<file path="config.mk">
export PLATFORM = sky130hd
export DESIGN_NAME = count_ctrl_seq
export DESIGN_NICKNAME = d
export VERILOG_FILES = /design/src/rtl/count_ctrl_seq.sv
export SDC_FILE = /design/constraint.sdc
export NUM_CORES = 1
export LEC_CHECK = 0
export ABC_AREA = 0
export CORE_ASPECT_RATIO = 1.4
export CORE_UTILIZATION = 45
export DETAILED_ROUTE_END_ITERATION = 10
export PLACE_DENSITY = 0.79
export SYNTH_ARGS = -nofsm -noshare
export SYNTH_HDL_FRONTEND = slang
export SYNTH_SLANG_ARGS = --single-unit
</file>
<file path="constraint.sdc">
create_clock -name clk -period 2.1 [get_ports clk]
set_clock_uncertainty 0.1 [all_clocks]
set_input_delay 0.42 -clock clk [delete_from_list [all_inputs] [get_ports clk]]
set_output_delay 0.42 -clock clk [all_outputs]
set_load 0.02 [all_outputs]
</file>
<file path="src/rtl/count_ctrl_seq.sv">
// count_ctrl_seq
// Command sequencer that drives the P / Load / Enable control lines of a
// loadable up-counter. Commands (NOP, LOAD, RUN, RUN_UNTIL) arrive over a
// valid/ready handshake. RUN_UNTIL stops when the counter's Q output
// reaches the target. Completion, timeout and abort are reported as
// one-cycle registered pulses.
//
// Ports:
//   clk        rising-edge clock, shared with the counter
//   MR         master reset, asynchronous, active-high
//   cmd_valid  command present
//   cmd_ready  sequencer can accept a command (IDLE and not in reset)
//   cmd_op     00 NOP, 01 LOAD, 10 RUN, 11 RUN_UNTIL
//   cmd_data   LOAD value / RUN_UNTIL target
//   cmd_len    RUN cycle count
//   abort      terminate RUN / RUN_UNTIL early
//   Q          counter output (registered inside the counter)
//   P          parallel-load value to the counter
//   Load       counter synchronous load strobe
//   Enable     counter count enable
//   busy       command in progress
//   done       one-cycle completion pulse
//   err        one-cycle timeout pulse, coincident with done
//   aborted    one-cycle abort pulse, coincident with done
module count_ctrl_seq #(
  parameter int WIDTH = 4,
  parameter int LEN_W = 8,
  parameter int TMO   = 16   // should be >= 2**WIDTH so a free-running counter always matches
) (
  input  logic             clk,
  input  logic             MR,
  input  logic             cmd_valid,
  output logic             cmd_ready,
  input  logic [1:0]       cmd_op,
  input  logic [WIDTH-1:0] cmd_data,
  input  logic [LEN_W-1:0] cmd_len,
  input  logic             abort,
  input  logic [WIDTH-1:0] Q,
  output logic [WIDTH-1:0] P,
  output logic             Load,
  output logic             Enable,
  output logic             busy,
  output logic             done,
  output logic             err,
  output logic             aborted
);

  localparam int TMO_W = $clog2(TMO) + 1;

  localparam logic [1:0] OP_NOP   = 2'b00;
  localparam logic [1:0] OP_LOAD  = 2'b01;
  localparam logic [1:0] OP_RUN   = 2'b10;
  localparam logic [1:0] OP_UNTIL = 2'b11;

  typedef enum logic [2:0] {
    S_IDLE  = 3'd0,
    S_LOAD  = 3'd1,
    S_RUN   = 3'd2,
    S_UNTIL = 3'd3,
    S_DONE  = 3'd4
  } state_t;

  state_t             state_q, state_d;
  logic [WIDTH-1:0]   p_q, p_d;
  logic [WIDTH-1:0]   tgt_q, tgt_d;
  logic [LEN_W-1:0]   len_q, len_d;
  logic [TMO_W-1:0]   tmo_q, tmo_d;
  logic               done_q, done_d;
  logic               err_q, err_d;
  logic               aborted_q, aborted_d;

  logic               accept_s;
  logic               match_s;
  logic               last_run_s;
  logic               enable_s;
  logic               load_s;

  // Ready is gated by MR so it reads 0 for the whole time reset is held.
  assign cmd_ready  = (state_q == S_IDLE) & ~MR;
  assign accept_s   = cmd_valid & cmd_ready;
  assign match_s    = (Q == tgt_q);
  assign last_run_s = (len_q == LEN_W'(1));

  // Next-state, latched-field and control-line logic.
  always_comb begin
    state_d   = state_q;
    p_d       = p_q;
    tgt_d     = tgt_q;
    len_d     = len_q;
    tmo_d     = tmo_q;
    err_d     = 1'b0;
    aborted_d = 1'b0;
    enable_s  = 1'b0;
    load_s    = 1'b0;

    case (state_q)
      S_IDLE: begin
        if (accept_s) begin
          case (cmd_op)
            OP_NOP: begin
              state_d = S_DONE;
            end
            OP_LOAD: begin
              p_d     = cmd_data;
              state_d = S_LOAD;
            end
            OP_RUN: begin
              len_d = cmd_len;
              if (cmd_len == LEN_W'(0)) begin
                state_d = S_DONE;
              end else begin
                state_d = S_RUN;
              end
            end
            OP_UNTIL: begin
              tgt_d   = cmd_data;
              tmo_d   = TMO_W'(0);
              state_d = S_UNTIL;
            end
            default: begin
              state_d = S_DONE;
            end
          endcase
        end else begin
          state_d = S_IDLE;
        end
      end

      S_LOAD: begin
        load_s  = 1'b1;
        state_d = S_DONE;
      end

      S_RUN: begin
        // An abort on the final cycle is ignored: the run is already complete.
        if (abort && !last_run_s) begin
          aborted_d = 1'b1;
          state_d   = S_DONE;
        end else begin
          enable_s = 1'b1;
          len_d    = len_q - LEN_W'(1);
          if (last_run_s) begin
            state_d = S_DONE;
          end else begin
            state_d = S_RUN;
          end
        end
      end

      S_UNTIL: begin
        // Match takes priority over abort; Enable is withheld on a match
        // so the counter never passes the target.
        if (match_s) begin
          state_d = S_DONE;
        end else if (abort) begin
          aborted_d = 1'b1;
          state_d   = S_DONE;
        end else begin
          enable_s = 1'b1;
          tmo_d    = tmo_q + TMO_W'(1);
          if (tmo_q == TMO_W'(TMO - 1)) begin
            err_d   = 1'b1;
            state_d = S_DONE;
          end else begin
            state_d = S_UNTIL;
          end
        end
      end

      S_DONE: begin
        state_d = S_IDLE;
      end

      default: begin
        state_d = S_IDLE;
      end
    endcase

    done_d = (state_d == S_DONE);
  end

  // State, latched command fields and registered status pulses.
  always_ff @(posedge clk or posedge MR) begin
    if (MR) begin
      state_q   <= S_IDLE;
      p_q       <= '0;
      tgt_q     <= '0;
      len_q     <= '0;
      tmo_q     <= '0;
      done_q    <= 1'b0;
      err_q     <= 1'b0;
      aborted_q <= 1'b0;
    end else begin
      state_q   <= state_d;
      p_q       <= p_d;
      tgt_q     <= tgt_d;
      len_q     <= len_d;
      tmo_q     <= tmo_d;
      done_q    <= done_d;
      err_q     <= err_d;
      aborted_q <= aborted_d;
    end
  end

  assign P       = p_q;
  assign Load    = load_s;
  assign Enable  = enable_s;
  assign busy    = (state_q != S_IDLE);
  assign done    = done_q;
  assign err     = err_q;
  assign aborted = aborted_q;

endmodule

</file>
# Word level (Yosys, flattened, before mapping)
# Index checks and enable logic that the tools add are counted.
[word_totals]
out_inout_bits = 11
ff_bits = 27
word_cells = 72
input_bits = 22
[classes]
n_bitwise = 3
n_reduce_logical = 12
muxes = 31
addsub = 2
eq_ne = 16
[op_table]
columns = ["op", "n"]
rows = [
  ["8-bit 2-to-1 mux", 3],
  ["3-bit case mux with 4 select lines", 2],
  ["3-bit 2-to-1 mux", 7],
  ["5-bit 2-to-1 mux", 4],
  ["8-bit case mux with 2 select lines", 1],
  ["1-bit 2-to-1 mux", 11],
  ["5-bit case mux with 2 select lines", 1],
  ["8-bit by 1-bit == test with 1-bit output (second input constant)", 1],
  ["8-bit logical NOT", 1],
  ["2-bit inequality test (second input constant)", 4],
  ["8-bit by 1-bit subtractor with 8-bit output (second input constant)", 1],
  ["3-bit by 2-bit == test with 1-bit output (second input constant)", 2],
  ["3-bit AND reduction", 2],
  ["5-bit by 1-bit adder with 5-bit output (second input constant)", 1],
  ["5-bit by 4-bit == test with 1-bit output (second input constant)", 1],
  ["5-bit AND reduction", 1],
  ["2-bit == test (second input constant)", 2],
  ["4-bit == test", 1],
  ["2-bit by 1-bit inequality test with 1-bit output (second input constant)", 2],
  ["1-bit case mux with 2 select lines", 2],
  ["4-bit AND reduction", 1],
  ["2-bit nonzero test", 2],
  ["3-bit by 1-bit == test with 1-bit output (second input constant)", 1],
  ["3-bit == test (second input constant)", 1],
  ["other kinds (8)", 9],
]

# Logic depth before layout (Yosys ltp)
# Gate-level depths: netlist (run 1).
[logic_depth]
depth_word = 6
depth_mapped = 6
ltp_nobuf = 6

# Least setup slack after synthesis (run 1)
# No wires, ideal clock.
[synth_path]
path_kind = "reg2out"
from = "reg len_q[5]"
to = "out Enable"
stages_incl_launch_ff = 4
required_time_ns = 1.580
path_buffers = 0
slack_ns = 0.017
t_arrival_ns = 1.563
cell_sequence = "dfrtp_1 -> nor4_1 -> a21boi_1 -> o21ai_0"
[synth_between]
elab_chain_cells = 5
[synth_rtl]
columns = ["element", "line_no", "source"]
rows = [
  ["start, declared", "66", "logic [LEN_W-1:0] len_q, len_d;"],
  ["start signal, assigned", "197", "len_q <= len_d;"],
  ["8-bit by 1-bit == test with 1-bit output", "82", "assign last_run_s = (len_q == LEN_W'(1));"],
  ["1-bit logical NOT", "136", "if (abort && !last_run_s) begin"],
  ["1-bit logical AND", "136", ""],
  ["1-bit 2-to-1 mux", "136", ""],
  ["1-bit case mux with 2 select lines", "96", "case (state_q)"],
  ["end, declared", "41", "output logic Enable,"],
]
# No other way between the ends.

# Final worst setup path (run 1)
[layout_path]
from = "reg state_q[0]"
to = "reg len_q[7]"
[layout_between]
elab_chain_cells = 5
elab_cells_between_ends = 10
cone_classes = "4 x eq/ne; 1 x mux; 2 x bitwise; 3 x reduce/logical"
[layout_rtl]
columns = ["element", "line_no", "source"]
rows = [
  ["start, declared", "63", "state_t state_q, state_d;"],
  ["start signal, assigned", "194", "state_q <= state_d;"],
  ["3-bit logical NOT", "79, 96", ""],
  ["1-bit bitwise AND", "79", "assign cmd_ready = (state_q == S_IDLE) & ~MR;"],
  ["1-bit bitwise AND", "80", "assign accept_s = cmd_valid & cmd_ready;"],
  ["2-bit inequality test (no line)", "-", ""],
  ["4-bit AND reduction (no line)", "-", ""],
]
# Parallel ways exist; a longest one is shown, timed or not.
# A chain may end at the register's enable or synchronous reset.

==> flow_summary_export.csv, run 1 <==
group,metric,value,unit
placed_design,io_buffer_count,32,
sta,grt_setup_unrepaired,"yes",
critical_path,crit_path_start,"state_q[0]$_DFF_PP0_",
critical_path,rr_startpoint,"state_q[0]$_DFF_PP0_",
detailed_routing,wl_met2,2.460,mm
clocking,cts_root_buf,"clkbuf_8",
sta,worst_slew_pin_slew,0.4290,ns
sta,slew_headroom,71.13,%
min_path,hold_class,"in2async",
floorplan,core_area,3213,µm²
detailed_routing,top_layer_used,"met4",
critical_path,path_class,"reg2reg",
detailed_routing,first_pass_iters,4,
finish,final_area,2328,µm²
logic_synthesis,synth_top_family_by_area,"simple AND/OR/NAND/NOR gates",
placed_design,place_congestion,0.9144,
power,max-vdd-ir-drop,610.0,µV
critical_path,crit_arrival,2.15,ns
logic_synthesis,ys_types,52,
finish,nets,243,
detailed_routing,ant_nets,0,
outcome,status,"finished, violations left",
critical_path,startpoint_type,"flip-flop",
clocking,worstSkewPairLatency,0.27,ns
placed_design,place_area,2140,µm²
global_routing,grt_usage,24.72,%
logic_synthesis,syn_inst,149,
sta,maxSlewViolCount,0,
logic_synthesis,synth_compound_area_share,13.83,%
detailed_routing,drtIter0Drc,36,
floorplan,chipWidth,51.71,µm
sta,setup_viol,1,
detailed_routing,route.met3.wl,216,µm
logic_synthesis,synth-edff-count,0,
floorplan,num_io_pins,33,
logic_synthesis,synth_fp_nets,175,
floorplan,initial_core_util,48.44,%
global_routing,grt_pass1_wl,6.713,mm
clocking,clk_pin_slew,0.10,ns
finish,stdcell_count,255,
detailed_routing,detail_route.wl_per_cell,17.21,µm
critical_path,cp-end-kind,"flip-flop",
placed_design,dp_cells,247,
global_routing,antenna_found_initial,0,
detailed_routing,met1_length,1.582,mm
critical_path,critPathBufInv,1,
floorplan,die_area,3701,µm²
power,clkPwrFrac,14.8,%
power,seqPwrFrac,38.9,%
sta,max_freq,0.4740,GHz
clocking,cts_htree_levels,1,
sta,hold_viol,0,
logic_synthesis,synth_xor_area_share,2.251,%
floorplan,dieHeight,71.59,µm
sta,layout_setup_ws,-0.009851,ns
sta,whs,0.1541,ns
power,combPwrFrac,46.2,%
finish,area_delta_synth_final,49.60,%
logic_synthesis,async_flop_share,100.0,%
critical_path,required,2.14,ns
power,switchingPower,0.0007131,W
global_routing,grt_pass1_vias,1522,
critical_path,cp_top_family,"simple AND/OR/NAND/NOR gates",
sta,fin_crit_sh,100.5,%
outcome,failed_checks,"negative setup slack",
clocking,cts_buffer_depth,2,
clocking,clock_sinks,27,
logic_synthesis,synth-seq-area-share,43.41,%
power,internal_power,0.001317,W
critical_path,critPathSlowestCell,"or4_4",
detailed_routing,routed_wl,4.389,mm
logic_synthesis,ys_ff_latch,27,
logic_synthesis,syn_area,1556,µm²
clocking,tritoncts,"done",
critical_path,crit_fanout,10,
placed_design,hpwl,3.133,mm
detailed_routing,viasPerCell,5.831,
floorplan,rows,24,
logic_synthesis,syn_avg_cell_area,10.45,µm²
critical_path,crit_path_cell_trace,"or3b_1 > buf_6 > or4_4 > o311ai_2 > o311ai_1",
clocking,cts_buffers,3,
logic_synthesis,yosys_warnings,0,
finish,antenna_cells,0,
finish,drive_above_1_share,36.11,%
power,leakage,1.093,nW
logic_synthesis,synthMuxAreaShare,11.41,%
sta,fin_crit,2.110,ns
logic_synthesis,synthSimpleGateAreaFrac,22.19,%
logic_synthesis,ys.flop_type,"dfrtp_1",
power,pwr_density_cell,871.6,nW/µm²
critical_path,cpPeakStageDelay,0.46,ns
detailed_routing,drc,0,
clocking,postCtsHoldBufs,0,
job,cap_violations,0,
global_routing,grt_overflow_total,0,
logic_synthesis,yosys.area_share.adder,3.215,%
power,power,0.002030,W
finish,post-route-util,72.47,%
detailed_routing,vias,1487,
power,p_sw_share,35.13,%
global_routing,grt_max_degree,28,
## layout by cell type (no fill, tap or decap), types with 5 or more instances in the layout
cell type / synthesis / final
dlymetal6s2s_1: 0 / 6
buf_4: 0 / 35
mux2_2: 6 / 6
dfrtp_1: 27 / 27
nand3_1: 5 / 5
clkdlybuf4s50_1: 0 / 22
mux2i_1: 5 / 5
nor2_1: 6 / 5
nand2_1: 10 / 10
inv_1: 7 / 6
## power by group through the flow
stage               clock, W  sequential (W)  combinational (W)
finish              0.000301        0.000790           0.000939
global route        0.000325        0.000804            0.00101
CTS                 0.000306        0.000766           0.000839
detailed placement         0        0.000771           0.000823
global placement           0        0.000764           0.000794
floorplan                  0        0.000822           0.000366
## metrics by stage
stage               setup TNS [ns]  setup WS (ns)
floorplan                        0        0.01681
global placement            -5.087        -0.5517
detailed placement          -5.261        -0.5712
CTS                       -0.06754       -0.06754
global route               -0.3028       -0.09722
finish                   -0.009851      -0.009851
## worst reg2reg max path: stages, from the launching register on
cell,delay [ns]
dfrtp_1,0.43
or3b_1,0.45
buf_6,0.17
or4_4,0.46
o311ai_2,0.23
o311ai_1,0.15
## state kept, by name, indices dropped and copies added, names as in the netlist
name,flops
P,4
aborted,1
tgt_q,4
err,1
done,1
len_q,8
tmo_q,5
state_q,3
## path summary, 6_finish.rpt
kind                            slack, ns  depth (start not counted)              endpoint
worst max-delay path                -0.01                          5  len_q[7]$_DFFE_PP0P_
worst min-delay path                 0.15                          3  len_q[5]$_DFFE_PP0P_
worst max register to register      -0.01                          5  len_q[7]$_DFFE_PP0P_
worst min register to register       0.38                          1  tmo_q[3]$_DFFE_PP0P_
max in group asynchronous            1.48                          3  state_q[0]$_DFF_PP0_
min in group clk                     0.38                          1  tmo_q[3]$_DFFE_PP0P_
## repair_timing
item,CTS,global route
pin swaps,1,8
endpoints found under the setup margin,11,11
buffers inserted,0,4
gates resized for setup,19,26
cloned,0,0
## logic make-up after synthesis
group,count (synthesis)
AO/OA/AOI/OAI,30
XOR/XNOR,4
adder cells (fa/ha/maj),4
buffers and inverters,13
flip-flops,27
multiplexers,15
AND/OR/NAND/NOR,56
## final cells by class
class,count,area (µm²)
clock buffer,3,41.29
clock inverter,1,7.507
fill,232,884.6
inverter,8,32.53
multi-input combinational,109,923.4
sequential,27,675.6
tap,39,48.80
timing repair buffer,68,599.3
## cell usage after synthesis, drive strengths merged (3+ instances only)
| cell type | instances | share of area [%] |
|---|---|---|
| clkbuf | 4 | 0.96 |
| nor3 | 4 | 1.6 |
| nor2 | 6 | 1.4 |
| o21ai | 7 | 2.3 |
| mux2 | 10 | 8.2 |
| dfrtp | 27 | 43 |
| ha | 4 | 3.2 |
| nand3 | 6 | 2.3 |
| xnor2 | 4 | 2.3 |
| nand2 | 10 | 2.4 |
| a21oi | 3 | 0.96 |
| or4 | 3 | 1.7 |
| or3b | 3 | 1.7 |
| inv | 7 | 1.7 |
| nor3b | 3 | 1.4 |
| nand3b | 3 | 1.4 |
| mux2i | 5 | 3.2 |
| nor4 | 3 | 1.2 |
## metal layers
layer / up-vias / global-route usage (%)
met5: - / 0
met4: 0 / 10.51
met3: 16 / 2.972
met2: 64 / 46.32
met1: 716 / 26.97
li1: 691 / -
Power figures use the tool's default switching activity.
==> run 2: changes to the inputs <==
--- a/config.mk
+++ b/config.mk
@@ -6,6 +6,7 @@
 export NUM_CORES = 1
 export LEC_CHECK = 0
 export ABC_AREA = 0
+export CAP_MARGIN = 40
 export CORE_ASPECT_RATIO = 1.4
 export CORE_UTILIZATION = 45
 export DETAILED_ROUTE_END_ITERATION = 10
==> results of run 2 <==
No change in the layout: final DEF, timing and power equal those of run 1.
==> run 3: changes to the inputs <==
--- a/config.mk
+++ b/config.mk
@@ -5,10 +5,11 @@
 export SDC_FILE = /design/constraint.sdc
 export NUM_CORES = 1
 export LEC_CHECK = 0
-export ABC_AREA = 0
+export ABC_AREA = 1
+export ABC_CLOCK_PERIOD_IN_PS = 2100
 export CAP_MARGIN = 40
 export CORE_ASPECT_RATIO = 1.4
-export CORE_UTILIZATION = 45
+export CORE_UTILIZATION = 46
 export DETAILED_ROUTE_END_ITERATION = 10
 export PLACE_DENSITY = 0.79
 export SYNTH_ARGS = -nofsm -noshare
==> flow_summary_export.csv, run 3 <==
group,metric,value,unit
power,pwr_density_cell,941.9,nW/µm²
detailed_routing,detail_route.wl_per_cell,11.57,µm
logic_synthesis,ys.flop_type,"dfrtp_1",
finish,fillCellCount,296,
global_routing,grt_pass1_wl,6.555,mm
sta,worst_slew_pin_slew,0.3407,ns
placed_design,place_congestion,0.8552,
global_routing,grt_overflow_total,0,
power,leakage,1.225,nW
logic_synthesis,syn_avg_cell_area,6.801,µm²
power,combPwrFrac,52.0,%
logic_synthesis,ys_top_cells_by_area,"dfrtp_1 41%, nand2_1 19%, nand3_1 10%",
finish,drive_above_1_share,15.84,%
logic_synthesis,synth_fp_nets,267,
critical_path,cp-end-kind,"primary output",
sta,maxSlewViolCount,0,
logic_synthesis,async_flop_share,100.0,%
critical_path,rr_endpoint,"len_q[0]$_DFFE_PP0P_",
sta,fin_crit,2.071,ns
logic_synthesis,yosys.area.top_type,"dfrtp_1",
critical_path,path_class,"in2out",
placed_design,hpwl,3.112,mm
placed_design,place_area,2197,µm²
critical_path,r2r_slack,0.50,ns
detailed_routing,routed_wl,3.969,mm
finish,top_register,"len_q",
placed_design,dp_cells,337,
logic_synthesis,ys_types,21,
finish,antenna_cells,0,
finish,final_area,2285,µm²
logic_synthesis,synthMostInstantiatedCell,"nand2_1",
critical_path,rr_startpoint,"state_q[2]$_DFF_PP0_",
logic_synthesis,synth_common_cells,"85 x nand2_1, 33 x nand3_1, 29 x inv_1, 27 x dfrtp_1, 27 x nor2_1",
floorplan,num_io_pins,33,
finish,regArea,675.6,µm²
placed_design,io_buffer_count,32,
critical_path,crit_arrival,1.55,ns
sta,max_freq,0.4828,GHz
critical_path,crit_path_start,"Q[2]",
power,clkPwrFrac,13.8,%
logic_synthesis,synth_top_area_share,41.22,%
finish,final_common_cell,"nand2_1",
finish,post-route-util,67.63,%
detailed_routing,viasPerCell,5.055,
power,p_sw_share,38.97,%
critical_path,crit_fanout,2,
logic_synthesis,yosys_warnings,0,
logic_synthesis,ys_ff_latch,27,
floorplan,core_area,3378,µm²
finish,nets,330,
min_path,hold_class,"reg2reg",
clocking,clk_pin_slew,0.10,ns
floorplan,initial_core_util,48.52,%
global_routing,grt_pass1_vias,1592,
logic_synthesis,syn_area,1639,µm²
detailed_routing,vias,1734,
detailed_routing,ant_nets,0,
finish,stdcell_count,343,
finish,top_regs,"len_q (8), tmo_q (5)",
sta,hold_viol,0,
critical_path,crit_path_end,"Enable",
global_routing,grt_max_degree,28,
finish,multi_input_area,858.3,µm²
sta,setup_viol,0,
clocking,tritoncts,"done",
detailed_routing,first_pass_iters,4,
floorplan,dieHeight,72.63,µm
detailed_routing,drtIter0Drc,50,
global_routing,antenna_found_initial,0,
logic_synthesis,synth-seq-area-share,41.22,%
clocking,cts_buffers,3,
sta,fin_crit_sh,98.64,%
power,max-vdd-ir-drop,788.0,µV
finish,final_cell_mix,"83 x nand2_1, 32 x nand3_1, 29 x inv_1, 29 x buf_4, 28 x clkdlybuf4s50_1",
logic_synthesis,syn_inst,241,
clocking,cts_htree_levels,1,
critical_path,required,1.58,ns
logic_synthesis,synth-edff-count,0,
finish,area_delta_synth_final,39.39,%
outcome,status,"finished, final reports clean",
power,seqPwrFrac,34.2,%
clocking,worstSkewPairLatency,0.27,ns
clocking,clock_sinks,27,
power,switchingPower,0.0008386,W
clocking,postCtsHoldBufs,0,
critical_path,startpoint_type,"input port",
critical_path,reg2reg_depth,9,
global_routing,grt_usage,22.93,%
clocking,cts_buffer_depth,2,
floorplan,die_area,3809,µm²
finish,largest_reg_flops,8,
detailed_routing,drc,0,
power,internal_power,0.001313,W
floorplan,chipWidth,52.45,µm
clocking,cts_root_buf,"clkbuf_8",
floorplan,rows,25,
sta,slew_headroom,77.29,%
job,cap_violations,0,
[run 3: stage by stage]
step           hold WS, ns  setup TNS [ns]  worst slack [ns]  total power (W)
5_1_grt             0.4413        -0.03809          -0.03809         0.002322
2_1_floorplan       0.3727               0            0.4473         0.001325
4_1_cts             0.4190       -0.001525         -0.001525         0.002127
6_report            0.4193               0           0.02859         0.002152
3_5_place_dp        0.3940         -0.3698           -0.3698         0.001833
3_3_place_gp        0.3862         -0.3542           -0.3542         0.001808
[run 3: worst min-delay path by stage]
stage / from / endpoint / slack [ns] / cells past startpoint
global placement: P[3]$_DFFE_PP0P_ / P[3]$_DFFE_PP0P_ / 0.39 / 2
CTS: P[3]$_DFFE_PP0P_ / P[3]$_DFFE_PP0P_ / 0.42 / 2
finish: tmo_q[4]$_DFFE_PP0P_ / tmo_q[4]$_DFFE_PP0P_ / 0.42 / 2
global route: P[3]$_DFFE_PP0P_ / P[3]$_DFFE_PP0P_ / 0.44 / 2
floorplan: MR / P[0]$_DFFE_PP0P_ / 0.37 / 1
detailed placement: tmo_q[4]$_DFFE_PP0P_ / tmo_q[4]$_DFFE_PP0P_ / 0.39 / 2
[run 3: area by class of cell]
type / count / area share, %
multi-input combinational: 181 / 37.57
sequential: 27 / 29.57
timing repair buffer: 61 / 23.60
inverter: 30 / 4.929
tap: 40 / 2.191
clock buffer: 3 / 1.807
clock inverter: 1 / 0.3286
[run 3: cell families after synthesis]
family / synth area share (%)
AO/OA/AOI/OAI: 5.955
adder cells (fa/ha/maj): 3.054
buffers and inverters: 7.786
flip-flops: 41.22
AND/OR/NAND/NOR: 41.99
[run 3: critical path, cell delays in order]
cell and delay [ns]:
clkdlybuf4s50_1 0.48, inv_1 0.05, nand2_1 0.06, nand2_1 0.08, nor2_4 0.09, nand2_2 0.08
nand3_2 0.08, nand2_1 0.07, buf_6 0.13
[run 3: power by group through the flow]
stage	combinational [W]	clock [W]	sequential, W
final	0.00112	0.000298	0.000736
after detailed placement	0.00108	0	0.000749
after CTS	0.00108	0.000305	0.000737
after global placement	0.00107	0	0.000742
after global routing	0.00124	0.000324	0.000754
after floorplan	0.000518	0	0.000807
[run 3: timing repair]
item	in CTS	in global routing
gates resized for setup	6	10
setup buffers	0	2
endpoints found under the setup margin	3	1
pin swaps	0	3
[run 3: per-layer routing]
| metal | GRT usage (%) | part of all wire (%) | vias to the layer above |
|---|---|---|---|
| li1 | - | - | 886 |
| met1 | 27.06 | 41 | 804 |
| met4 | 8.480 | 1.2 | 0 |
| met3 | 2.292 | 2.9 | 6 |
| met5 | 0 | 0 | - |
| met2 | 41.63 | 55 | 38 |
